`config.mk`:
```
export PLATFORM = sky130hd
export DESIGN_NAME = imem_boot_loader
export DESIGN_NICKNAME = d
export VERILOG_FILES = /design/src/rtl/imem_boot_loader.sv
export SDC_FILE = /design/constraint.sdc
export NUM_CORES = 1
export LEC_CHECK = 0
export ABC_AREA = 0
export ABC_CLOCK_PERIOD_IN_PS = 3100
export CAP_MARGIN = 10
export CORE_MARGIN = 1.5
export CORE_UTILIZATION = 45
export DETAILED_ROUTE_END_ITERATION = 12
export DONT_BUFFER_PORTS = 1
export GPL_TIMING_DRIVEN = 1
export HOLD_SLACK_MARGIN = 0.08
export PLACE_DENSITY = 0.62
export SYNTH_ARGS = -nofsm -noshare
export SYNTH_HDL_FRONTEND = slang
export SYNTH_SLANG_ARGS = --single-unit
export TNS_END_PERCENT = 30
```
`constraint.sdc`:
```
create_clock -name clk -period 3.1 [get_ports clk]
set_input_delay 0.155 -clock clk [delete_from_list [all_inputs] [get_ports clk]]
set_output_delay 0.155 -clock clk [all_outputs]
set_load 0.05 [all_outputs]
```
`src/rtl/imem_boot_loader.sv`:
```
// Loads a framed byte-stream image into instruction memory through the chip's IWEN/I_Addr/wInst port.
// Frame: SYNC, LEN (words-1), 4*(LEN+1) data bytes (MSB first per word), XOR checksum.
module imem_boot_loader #(
    parameter int         ADDR_W  = 7,
    parameter logic [7:0] SYNC    = 8'hA5,
    parameter int         TIMEOUT = 50000,
    parameter int         HOLD    = 2
) (
    input  logic              clk,
    input  logic              rst_n,
    input  logic [7:0]        rx_data,
    input  logic              rx_valid,
    output logic              rx_ready,
    output logic              IWEN,
    output logic [ADDR_W-1:0] I_Addr,
    output logic [31:0]       wInst,
    output logic              busy,
    output logic              done,
    output logic [1:0]        err
);

    localparam int IDX_W  = ADDR_W + 1;
    localparam int TMR_W  = $clog2(TIMEOUT + 1);
    localparam int HOLD_W = $clog2(HOLD + 1);

    typedef enum logic [2:0] {
        S_IDLE,
        S_LEN,
        S_DATA,
        S_CSUM,
        S_HOLD,
        S_DONE
    } state_t;

    state_t              r_state;
    logic                r_rx_ready;
    logic                r_iwen;
    logic [ADDR_W-1:0]   r_addr;
    logic [31:0]         r_winst;
    logic                r_busy;
    logic                r_done;
    logic [1:0]          r_err;
    logic [1:0]          r_bcnt;
    logic [IDX_W-1:0]    r_widx;
    logic [ADDR_W-1:0]   r_last;
    logic [TMR_W-1:0]    r_tmr;
    logic [HOLD_W-1:0]   r_hold;
    logic [23:0]         r_asm;
    logic [7:0]          r_csum;

    logic                w_xfer;
    logic                w_in_frame;
    logic [7:0]          w_len_hi;
    logic                w_len_bad;
    logic                w_tmo;
    logic                w_abort;
    logic                w_last_word;

    assign w_xfer      = rx_valid & r_rx_ready;
    assign w_in_frame  = (r_state == S_LEN) || (r_state == S_DATA) || (r_state == S_CSUM);
    assign w_len_hi    = rx_data >> ADDR_W;
    assign w_len_bad   = (w_len_hi != 8'd0);
    assign w_tmo       = w_in_frame && !w_xfer && (r_tmr == TMR_W'(TIMEOUT - 1));
    assign w_abort     = w_tmo || ((r_state == S_LEN) && w_xfer && w_len_bad);
    // Index is one bit wider than the address so a full 2^ADDR_W image never wraps.
    assign w_last_word = (r_widx == {1'b0, r_last});

    always_ff @(posedge clk or negedge rst_n) begin
        if (!rst_n) begin
            r_state    <= S_IDLE;
            r_rx_ready <= 1'b0;
            r_iwen     <= 1'b0;
            r_addr     <= '0;
            r_winst    <= '0;
            r_busy     <= 1'b0;
            r_done     <= 1'b0;
            r_err      <= 2'b00;
            r_bcnt     <= '0;
            r_widx     <= '0;
            r_last     <= '0;
            r_tmr      <= '0;
            r_hold     <= '0;
        end else begin
            r_done <= 1'b0;
            if (w_abort) begin
                r_state    <= S_IDLE;
                r_rx_ready <= 1'b0;
                r_iwen     <= 1'b0;
                r_busy     <= 1'b0;
                r_err      <= w_tmo ? 2'b10 : 2'b11;
            end else begin
                case (r_state)
                    S_IDLE: begin
                        r_rx_ready <= 1'b1;
                        if (w_xfer && (rx_data == SYNC)) begin
                            r_state <= S_LEN;
                            r_iwen  <= 1'b1;
                            r_busy  <= 1'b1;
                            r_err   <= 2'b00;
                            r_addr  <= '0;
                            r_winst <= '0;
                            r_tmr   <= '0;
                        end
                    end
                    S_LEN: begin
                        if (w_xfer) begin
                            r_tmr   <= '0;
                            r_last  <= rx_data[ADDR_W-1:0];
                            r_widx  <= '0;
                            r_bcnt  <= '0;
                            r_state <= S_DATA;
                        end else begin
                            r_tmr <= r_tmr + TMR_W'(1);
                        end
                    end
                    S_DATA: begin
                        if (w_xfer) begin
                            r_tmr  <= '0;
                            r_bcnt <= r_bcnt + 2'd1;
                            // Address and data move together only on a complete word.
                            if (r_bcnt == 2'd3) begin
                                r_winst <= {r_asm, rx_data};
                                r_addr  <= r_widx[ADDR_W-1:0];
                                r_widx  <= r_widx + IDX_W'(1);
                                if (w_last_word) begin
                                    r_state <= S_CSUM;
                                end
                            end
                        end else begin
                            r_tmr <= r_tmr + TMR_W'(1);
                        end
                    end
                    S_CSUM: begin
                        if (w_xfer) begin
                            r_tmr      <= '0;
                            r_rx_ready <= 1'b0;
                            r_hold     <= '0;
                            r_state    <= S_HOLD;
                            if (rx_data != r_csum) begin
                                r_err <= 2'b01;
                            end
                        end else begin
                            r_tmr <= r_tmr + TMR_W'(1);
                        end
                    end
                    S_HOLD: begin
                        if (r_hold == HOLD_W'(HOLD - 1)) begin
                            r_state <= S_DONE;
                        end else begin
                            r_hold <= r_hold + HOLD_W'(1);
                        end
                    end
                    S_DONE: begin
                        r_iwen  <= 1'b0;
                        r_busy  <= 1'b0;
                        r_done  <= (r_err == 2'b00);
                        r_state <= S_IDLE;
                    end
                    default: begin
                        r_state    <= S_IDLE;
                        r_rx_ready <= 1'b0;
                        r_iwen     <= 1'b0;
                        r_busy     <= 1'b0;
                    end
                endcase
            end
        end
    end

    // Byte assembly and running checksum carry no control meaning, so they are not reset.
    always_ff @(posedge clk) begin
        if ((r_state == S_LEN) && w_xfer) begin
            r_csum <= 8'd0;
        end else if ((r_state == S_DATA) && w_xfer) begin
            r_csum <= r_csum ^ rx_data;
            r_asm  <= {r_asm[15:0], rx_data};
        end
    end

    assign rx_ready = r_rx_ready;
    assign IWEN     = r_iwen;
    assign I_Addr   = r_addr;
    assign wInst    = r_winst;
    assign busy     = r_busy;
    assign done     = r_done;
    assign err      = r_err;

endmodule

```
Word-level counts from Yosys, hierarchy flattened
Cells that the tools add are included.

Equal/unequal tests: 27. Reductions and logical operators: 31. Muxes and demuxes: 43. Bitwise gates (word level): 4. $add $sub $neg: 4.

Operator list (count): two-way mux 32 bit (3); case mux 32 bit (2 select lines) (1); two-way mux 16 bit (2); case mux 16 bit (2 select lines) (1); two-way mux 3 bit (8); two-way mux 8 bit (3); two-way mux 7 bit (3); != test 3 bit (second input constant) (6); adder 16 x 1 -> 16 bit (second input constant) (1); equality test 16 bit (second input constant) (1); case mux 8 bit (2 select lines) (1); case mux 3 bit (5 select lines) (1); two-way mux 2 bit (7); case mux 7 bit (2 select lines) (1); case mux 2 bit (2 select lines) (3); AND reduction 4 bit (3); != test 2 bit (second input constant) (5); AND reduction 5 bit (2); adder 8 x 1 -> 8 bit (second input constant) (1); equality test 8 x 7 -> 1 bit (1); equality test 8 bit (second input constant) (1); != test 8 bit (1); nonzero test 2 bit (4); OR reduction 4 bit (2); other kinds (24) (47).

Output and inout port bits: 45. Logic and storage cells: 123. Register bits after elaboration: 114. Input port bits: 11.

Depth between registers and ports, before layout
Gate-level depths: netlist of run 1.

Depth in word-level cells: 8. Mapped depth: 8. Mapped depth without buffers: 6.

Worst setup path before layout of run 1
No wires, ideal clock.

Path kind: reg2reg. Start point: register r_rx_ready (netlist: rx_ready). End point: register r_csum[3]. Setup slack: 632 ps. Required time: 2972 ps. Path buffers: 1. Stages on the path, launching flop included: 7. Setup time: 128 ps. Clock period less this slack: 2468 ps. Arrival time: 2340 ps. Cell sequence: dfrtp_1 -> and2_1 -> and2_1 -> buf_1 -> nand2_1 -> xor2_1 -> nor2_1.

Longest elaborated chain between the ends: 2. Elaborated cells on any way between the ends: 3.

RTL lines: from (decl) (line 36) `logic r_rx_ready;`; from (signal assigned) (line 71) `r_rx_ready <= 1'b0;`; from (signal assigned) (line 87) `r_rx_ready <= 1'b0;`; from (signal assigned) (line 94) `r_rx_ready <= 1'b1;`; AND 1 bit (*) (line 59) `assign w_xfer = rx_valid & r_rx_ready;`; logical AND 1 bit (on tied branches) (line 174, 172); to (signal assigned) (line 175) `r_csum <= r_csum ^ rx_data;`; to (decl) (line 49) `logic [7:0] r_csum;`.

Mark *: on every way between the ends. The rest lies on a longest branch, timed or not. A chain may end at the register's enable or synchronous reset.

Worst setup path in the final report of run 1
Start point: register r_state[1]. End point: register r_last[2].

Longest elaborated chain between the ends: 8. Elaborated cells on any way between the ends: 12.

RTL lines: from (decl) (line 35) `state_t r_state;`; from (signal assigned) (line 70) `r_state <= S_IDLE;`; from (signal assigned) (line 86) `r_state <= S_IDLE;`; from (signal assigned) (line 96) `r_state <= S_LEN;`; equality test 3 x 1 -> 1 bit or equality test 3 x 2 -> 1 bit (tied branches) (line 60, 64, 92); logical OR 1 bit (2 in series) (line 60) `assign w_in_frame = (r_state == S_LEN) || (r_state == S_DATA) || (r_state == S_CSUM);`; logical AND 1 bit (2 in series) (line 63) `assign w_tmo = w_in_frame && !w_xfer && (r_tmr == TMR_W'(TIMEOUT - 1));`; logical OR 1 bit (line 64) `assign w_abort = w_tmo || ((r_state == S_LEN) && w_xfer && w_len_bad);`; NOT 1 bit (no source line); AND reduction 3 bit (no source line) (*); to (signal assigned) (line 108) `r_last <= rx_data[ADDR_W-1:0];`; to (decl) (line 45) `logic [ADDR_W-1:0] r_last;`.

Marks and branches as above.

==> out/qor.yml, run 1 <==
run_status:
  status: "finished clean"
logic_synthesis:
  yosysSeqAreaShare: 0.580
  synth_top_family_by_area: "simple AND/OR/NAND/NOR gates"
  synthArstFlopShare: 0.719
  synth_simple_gate_area_share: 0.217
  syn_area_per_cell_sq_um: 10.3
  syn-num-nets: 508
  netlist_top_cells_count: "nand2_1, dfrtp_1, nand3_1"
  syn_inst: 493
  synth_compound_area_frac: 0.105
  synth_top_area_frac: 0.406
  syn-cell-area_sq_mm: 0.00505
  synth_edf_count: 24
  synthMuxAreaShare: 0.0220
  yosysWarnings: 0
  synth_fa_ha_area_frac: 0.00990
  synth_xor_area_frac: 0.0416
  yosys-top-cells-area: "dfrtp_1, edfxtp_1, nand2_1, nand3_1, xor2_1"
  synth_cell_types: 53
  synth_largest_area_cell: "dfrtp_1"
  synth.most_common_cell: "nand2_1"
  ys_seq_elements: 114
  ys.flop_type: "dfrtp_1"
worst_setup_path:
  cp.required_ns: 3.51
  crit_path_cell_trace: "nor2_2, or4b_4, o21bai_4, nor4_2, mux2_2"
  arrival_ns: 2.95
  cp_slowest_cell: "nor4_2"
  critical_path_buf_inv_count: 0
  critPathMaxStageDelay_ns: 0.59
  critPathTopFamily: "simple AND/OR/NAND/NOR gates"
  path_max_fanout: 18
  cp-start-kind: "register"
  endpoint_kind: "register"
  critical_path_class: "register to register"
grt:
  grt_pass1_wl_microns: 19500
  overflow: 0
  grt_start_max_net_pins: 83
  grtUsageTotal: 0.221
  grt_pass1_vias: 3755
  grt_antenna_before_repair: 0
die:
  dieArea_sq_mm: 0.0119
  initial_core_util: 0.464
  num_rows: 38
  coreArea_sq_mm: 0.0109
  dieHeight_microns: 109
  die_w_microns: 109
  ioPinCount: 56
timing:
  setup_viol: 0
  tightest_slew_ns: 1.06
  timing.fmax_mhz: 393
  relSlewSlack: 0.277
  finalCriticalPeriod_ns: 2.55
  finalHoldViolCount: 0
  clock_skew_ns: 0.0110
  period_share: 0.821
  rsz0062_at_grt: "false"
  slew_violations: 0
  fin_ws_ns: 0.555
  setup_tns_ns: 0
cells_and_area:
  drive_gt1_frac: 0.121
  finish.utilization: 0.547
  antennaDiodeCount: 0
  seq_area_sq_mm: 0.00293
  num-nets-final: 524
  multi_input_area_sq_mm: 0.00202
  area_growth_pct: 17.9
  n_fill_cell: 927
  design_area_sq_mm: 0.00596
placement:
  place.gp.congestion: 0.836
  place_hpwl_microns: 7050
  dp_slack_ns: 0.580
  place.port_buffers: 0
  placed_area_sq_mm: 0.00523
cts:
  cts_max_level: 4
  clock_latency_ns: 0.53
  cts_tree: "done"
  cts.sinks: 114
  cts-buffers-inserted: 17
  clockBufferDepth: 2
  clockRootBuffer: "clkbuf_8"
  clk_pin_slew_ns: 0.06
  cts_setup_buffers: 0
power_and_ir_drop:
  ir_drop_mv: 0.571
  power_density_mw_per_mm2: 1090
  p_leak_nw: 2.64
  p_total_w: 0.00648
detailed_routing:
  vias: 3717
  wl_microns: 11700
  via_per_inst: 5.61
  ant_nets: 0
  dr.pass1.iters: 5
  drt-wirelength-per-cell_microns: 17.7
  drt_iter0_markers: 394
  remaining_drc_errors: 0
flow_run:
  drv_cap: 0
worst_hold_path:
  hold_class: "input pin to register"
[power breakdown]
part | internal [W] | leakage (nW) | total [W] | switching [W]
combinational | 0.000573 | 0.982 | 0.00166 | 0.00109
sequential | 0.00195 | 1.38 | 0.00285 | 0.000898
clock | 0.00127 | 0.283 | 0.00197 | 0.000701
total | 0.00379 | 2.64 | 0.00648 | 0.00269
[cells in the final DEF, fill, tap and decap left out, types with 3 or more instances in the layout]
master,count
a31oi_1,11
o31ai_1,5
nand2b_1,10
clkbuf_8,3
buf_4,11
nor4_1,4
clkinvlp_4,4
ha_1,4
a41oi_1,6
dfxtp_1,8
nand4_1,3
inv_1,6
nand2_1,105
bufinv_16,3
dfrtp_1,82
dlygate4sd3_1,10
a21oi_1,16
nor2_1,19
mux2_2,9
or2_2,4
nand3b_1,3
nand3_1,56
clkbuf_16,16
a211o_1,4
o21a_1,5
edfxtp_1,24
xor2_1,22
o21ai_0,18
and3_1,4
nor3_1,8
[kinds of logic (layout without fill, tap and decap cells)]
group           count (synthesis)  count (layout)
compound gates                 79              79
buf+inv                        31              60
mux                            10              10
simple gates                  231             231
fa+ha+maj                       4               4
xor+xnor                       24              24
flops                         114             114
[path summary, 6_finish.rpt]
path                             from    endpoint  slack, ns  depth (start not counted)
setup reg to reg           r_state[1]   r_last[2]       0.55                          5
hold reg to reg              r_asm[3]   r_asm[11]       0.44                          0
setup / recovery           r_state[1]   r_last[2]       0.55                          5
min in group asynchronous       rst_n   wInst[26]       0.19                          2
hold / removal               rx_valid    rx_ready       0.15                          5
max in group asynchronous       rst_n  r_state[2]       2.58                          2
[stage by stage]
stage                     std cells  hold WS, ns
final                           662        0.145
after global routing            662        0.175
after CTS                       662        0.120
after detailed placement        619       -0.139
after global placement          619       -0.139
after floorplan                 493       -0.141
[timing repair]
item                                    in CTS  in global routing
endpoints found under the hold margin      122                  0
resized for setup                            0                  0
hold buffers                                11                  0
endpoints found under the setup margin       0                  0
[state kept, by name, summed over array words and instances, names as in the netlist]
| name | cells |
|---|---|
| wInst | 32 |
| rx_ready | 1 |
| r_state | 3 |
| r_tmr | 16 |
| r_bcnt | 2 |
| err | 2 |
| r_hold | 2 |
| done | 1 |
| r_asm | 24 |
| r_last | 7 |
| I_Addr | 7 |
| busy | 1 |
| r_csum | 8 |
| r_widx | 8 |
[metal layers]
metal,up-vias,GRT usage,part of all wire
li1,1778,-,-
met1,1825,0.285,0.44
met2,98,0.343,0.48
met3,16,0.0771,0.062
met4,0,0.0799,0.014
met5,-,0,0
[worst reg2reg max path, cell delays in order, from the launching register on]
cell	delay, ns
dfrtp_1	0.58
nor2_2	0.46
or4b_4	0.23
o21bai_4	0.14
nor4_2	0.60
mux2_2	0.42
[area by class of cell]
class | instances | share of cell area
Clock buffer | 20 | 0.0748
Sequential cell | 114 | 0.492
Tap cell | 140 | 0.0294
Inverter | 6 | 0.00378
Timing Repair Buffer | 22 | 0.0353
Multi-Input combinational cell | 348 | 0.338
Clock inverter | 12 | 0.0262
Power figures use the tool's default switching activity.
==> inputs of run 2 (changes only) <==
--- a/config.mk
+++ b/config.mk
@@ -6,7 +6,7 @@
 export NUM_CORES = 1
 export LEC_CHECK = 0
 export ABC_AREA = 0
-export ABC_CLOCK_PERIOD_IN_PS = 3100
+export ABC_CLOCK_PERIOD_IN_PS = 2200
 export CAP_MARGIN = 10
 export CORE_MARGIN = 1.5
 export CORE_UTILIZATION = 45
@@ -14,7 +14,7 @@
 export DONT_BUFFER_PORTS = 1
 export GPL_TIMING_DRIVEN = 1
 export HOLD_SLACK_MARGIN = 0.08
-export PLACE_DENSITY = 0.62
+export PLACE_DENSITY = 0.64
 export SYNTH_ARGS = -nofsm -noshare
 export SYNTH_HDL_FRONTEND = slang
 export SYNTH_SLANG_ARGS = --single-unit
==> constraint.sdc (replaced) <==
create_clock -name clk -period 2.2 [get_ports clk]
set_input_delay 0.11 -clock clk [delete_from_list [all_inputs] [get_ports clk]]
set_output_delay 0.11 -clock clk [all_outputs]
set_load 0.05 [all_outputs]
==> out/qor.yml, run 2 (synthesis gave the netlist of run 1 again) <==
run_status:
  status: "finished, violations left"
  violations: "negative setup slack"
timing:
  clock_skew_ns: 0.0102
  finalHoldViolCount: 0
  fin_ws_ns: -0.0798
  finalCriticalPeriod_ns: 2.28
  timing.fmax_mhz: 439
  period_share: 1.04
  tightest_slew_ns: 0.740
  slew_violations: 0
  setup_viol: 11
  rsz0062_at_grt: "true"
  setup_tns_ns: -0.537
  relSlewSlack: 0.503
cells_and_area:
  n_fill_cell: 918
  final_cells: 686
  area_growth_pct: 21.4
  drive_gt1_frac: 0.163
  largest_register_ffs: 32
  antennaDiodeCount: 0
  final_common_cell: "nand2_1"
  num-nets-final: 548
  final_cell_mix: "nand2_1, dfrtp_1, nand3_1"
  design_area_sq_mm: 0.00614
detailed_routing:
  dr.pass1.iters: 5
  remaining_drc_errors: 0
  vias: 3790
  drt-wirelength-per-cell_microns: 17.4
  wl_microns: 11900
  via_per_inst: 5.52
  drt_iter0_markers: 201
  ant_nets: 0
worst_setup_path:
  path_max_fanout: 7
  endpoint_kind: "register"
  critPathTopFamily: "simple AND/OR/NAND/NOR gates"
  arrival_ns: 2.68
  critical_path_class: "register to register"
  cp.required_ns: 2.60
  cp_slowest_cell: "or4b_4"
  critical_path_buf_inv_count: 1
  critPathMaxStageDelay_ns: 0.54
  cp_common_cell: "or4b_4"
  crit_path_cell_trace: "or4b_4, or4b_4, o21bai_4, buf_4, nor4_4, mux2_2"
  cp-start-kind: "register"
die:
  coreArea_sq_mm: 0.0109
  dieHeight_microns: 109
  dieArea_sq_mm: 0.0119
  num_rows: 38
  initial_core_util: 0.464
  ioPinCount: 56
  die_w_microns: 109
placement:
  place.gp.congestion: 0.849
  place_hpwl_microns: 7540
  dp_slack_ns: -0.0585
  place.port_buffers: 0
  placed_cells: 642
  placed_area_sq_mm: 0.00543
cts:
  cts_tree: "done"
  clk_pin_slew_ns: 0.06
  cts-buffers-inserted: 17
  clockRootBuffer: "clkbuf_8"
  cts_max_level: 4
  clock_latency_ns: 0.52
  clockBufferDepth: 2
  cts.sinks: 114
power_and_ir_drop:
  power_density_mw_per_mm2: 1480
  ir_drop_mv: 0.675
  p_total_w: 0.00907
  p_leak_nw: 2.76
grt:
  grt_antenna_before_repair: 0
  overflow: 0
  grt_pass1_vias: 3846
  grt_start_max_net_pins: 83
  grt_pass1_wl_microns: 19700
  grtUsageTotal: 0.220
worst_hold_path:
  hold_class: "input pin to register"
flow_run:
  drv_cap: 0
## run 2: cell types whose count changed in the layout (fill, tap and decap cells not counted), moves of 2 or more
cell | previous run | this run
buf_12 | 0 | 2
clkinvlp_4 | 4 | 2
clkinv_2 | 2 | 4
bufinv_16 | 3 | 1
buf_4 | 11 | 32
## run 2: report_power, final
part	internal, W	leakage (nW)	total (W)	switching (W)
clock network	0.00153	0.265	0.00252	0.000993
registers	0.00275	1.38	0.00398	0.00122
logic	0.000966	1.12	0.00257	0.00160
## run 2: tightest hold or removal path, delay by kind of cell
kind	cells	cell delay, ns
AO/OA/AOI/OAI	2	0.24
AND/OR/NAND/NOR	2	0.26
## run 2: area by class of cell
type	instances	area, sq um	area share
flip-flops and latches	114	2930	0.478
multi-input cells	348	2040	0.333
clock buffers	20	435	0.0709
repair buffers	46	419	0.0683
well taps	140	175	0.0285
clock inverters	12	109	0.0177
inverters	6	22.5	0.00367
## run 2: path summary, 6_finish.rpt
path | depth (start not counted) | from | slack (ns) | end
min in group asynchronous | 2 | rst_n | 0.16 | wInst[7]
worst min-delay path | 4 | rx_valid | 0.13 | r_state[0]
max in group asynchronous | 2 | rst_n | 1.68 | err[0]
worst max-delay path | 6 | r_tmr[12] | -0.08 | r_last[2]
worst min register to register | 0 | r_asm[6] | 0.44 | r_asm[14]
worst max register to register | 6 | r_tmr[12] | -0.08 | r_last[2]
## run 2: what timing repair did
| action | 4_1_cts | 5_1_grt |
|---|---|---|
| gates resized for setup | 1 | 4 |
| setup buffers | 0 | 1 |
| endpoints found under the hold margin | 124 | 0 |
| setup endpoints to repair | 17 | 34 |
| hold buffers | 11 | 0 |
| pin swaps | 0 | 3 |
## run 2: per-layer routing
metal	wire length, microns	global-route usage	vias up	part of all wire
li1	-	-	1835	-
met1	5430	0.296	1875	0.46
met2	5880	0.344	72	0.49
met3	484	0.0610	8	0.041
met4	103	0.0733	0	0.0087
met5	0	0	-	0
## run 2: through the flow
step	utilization	hold WS (ns)
CTS	0.561	0.121
global placement	0.498	-0.183
global route	0.564	0.188
floorplan	-	-0.186
finish	0.564	0.128
detailed placement	0.498	-0.183
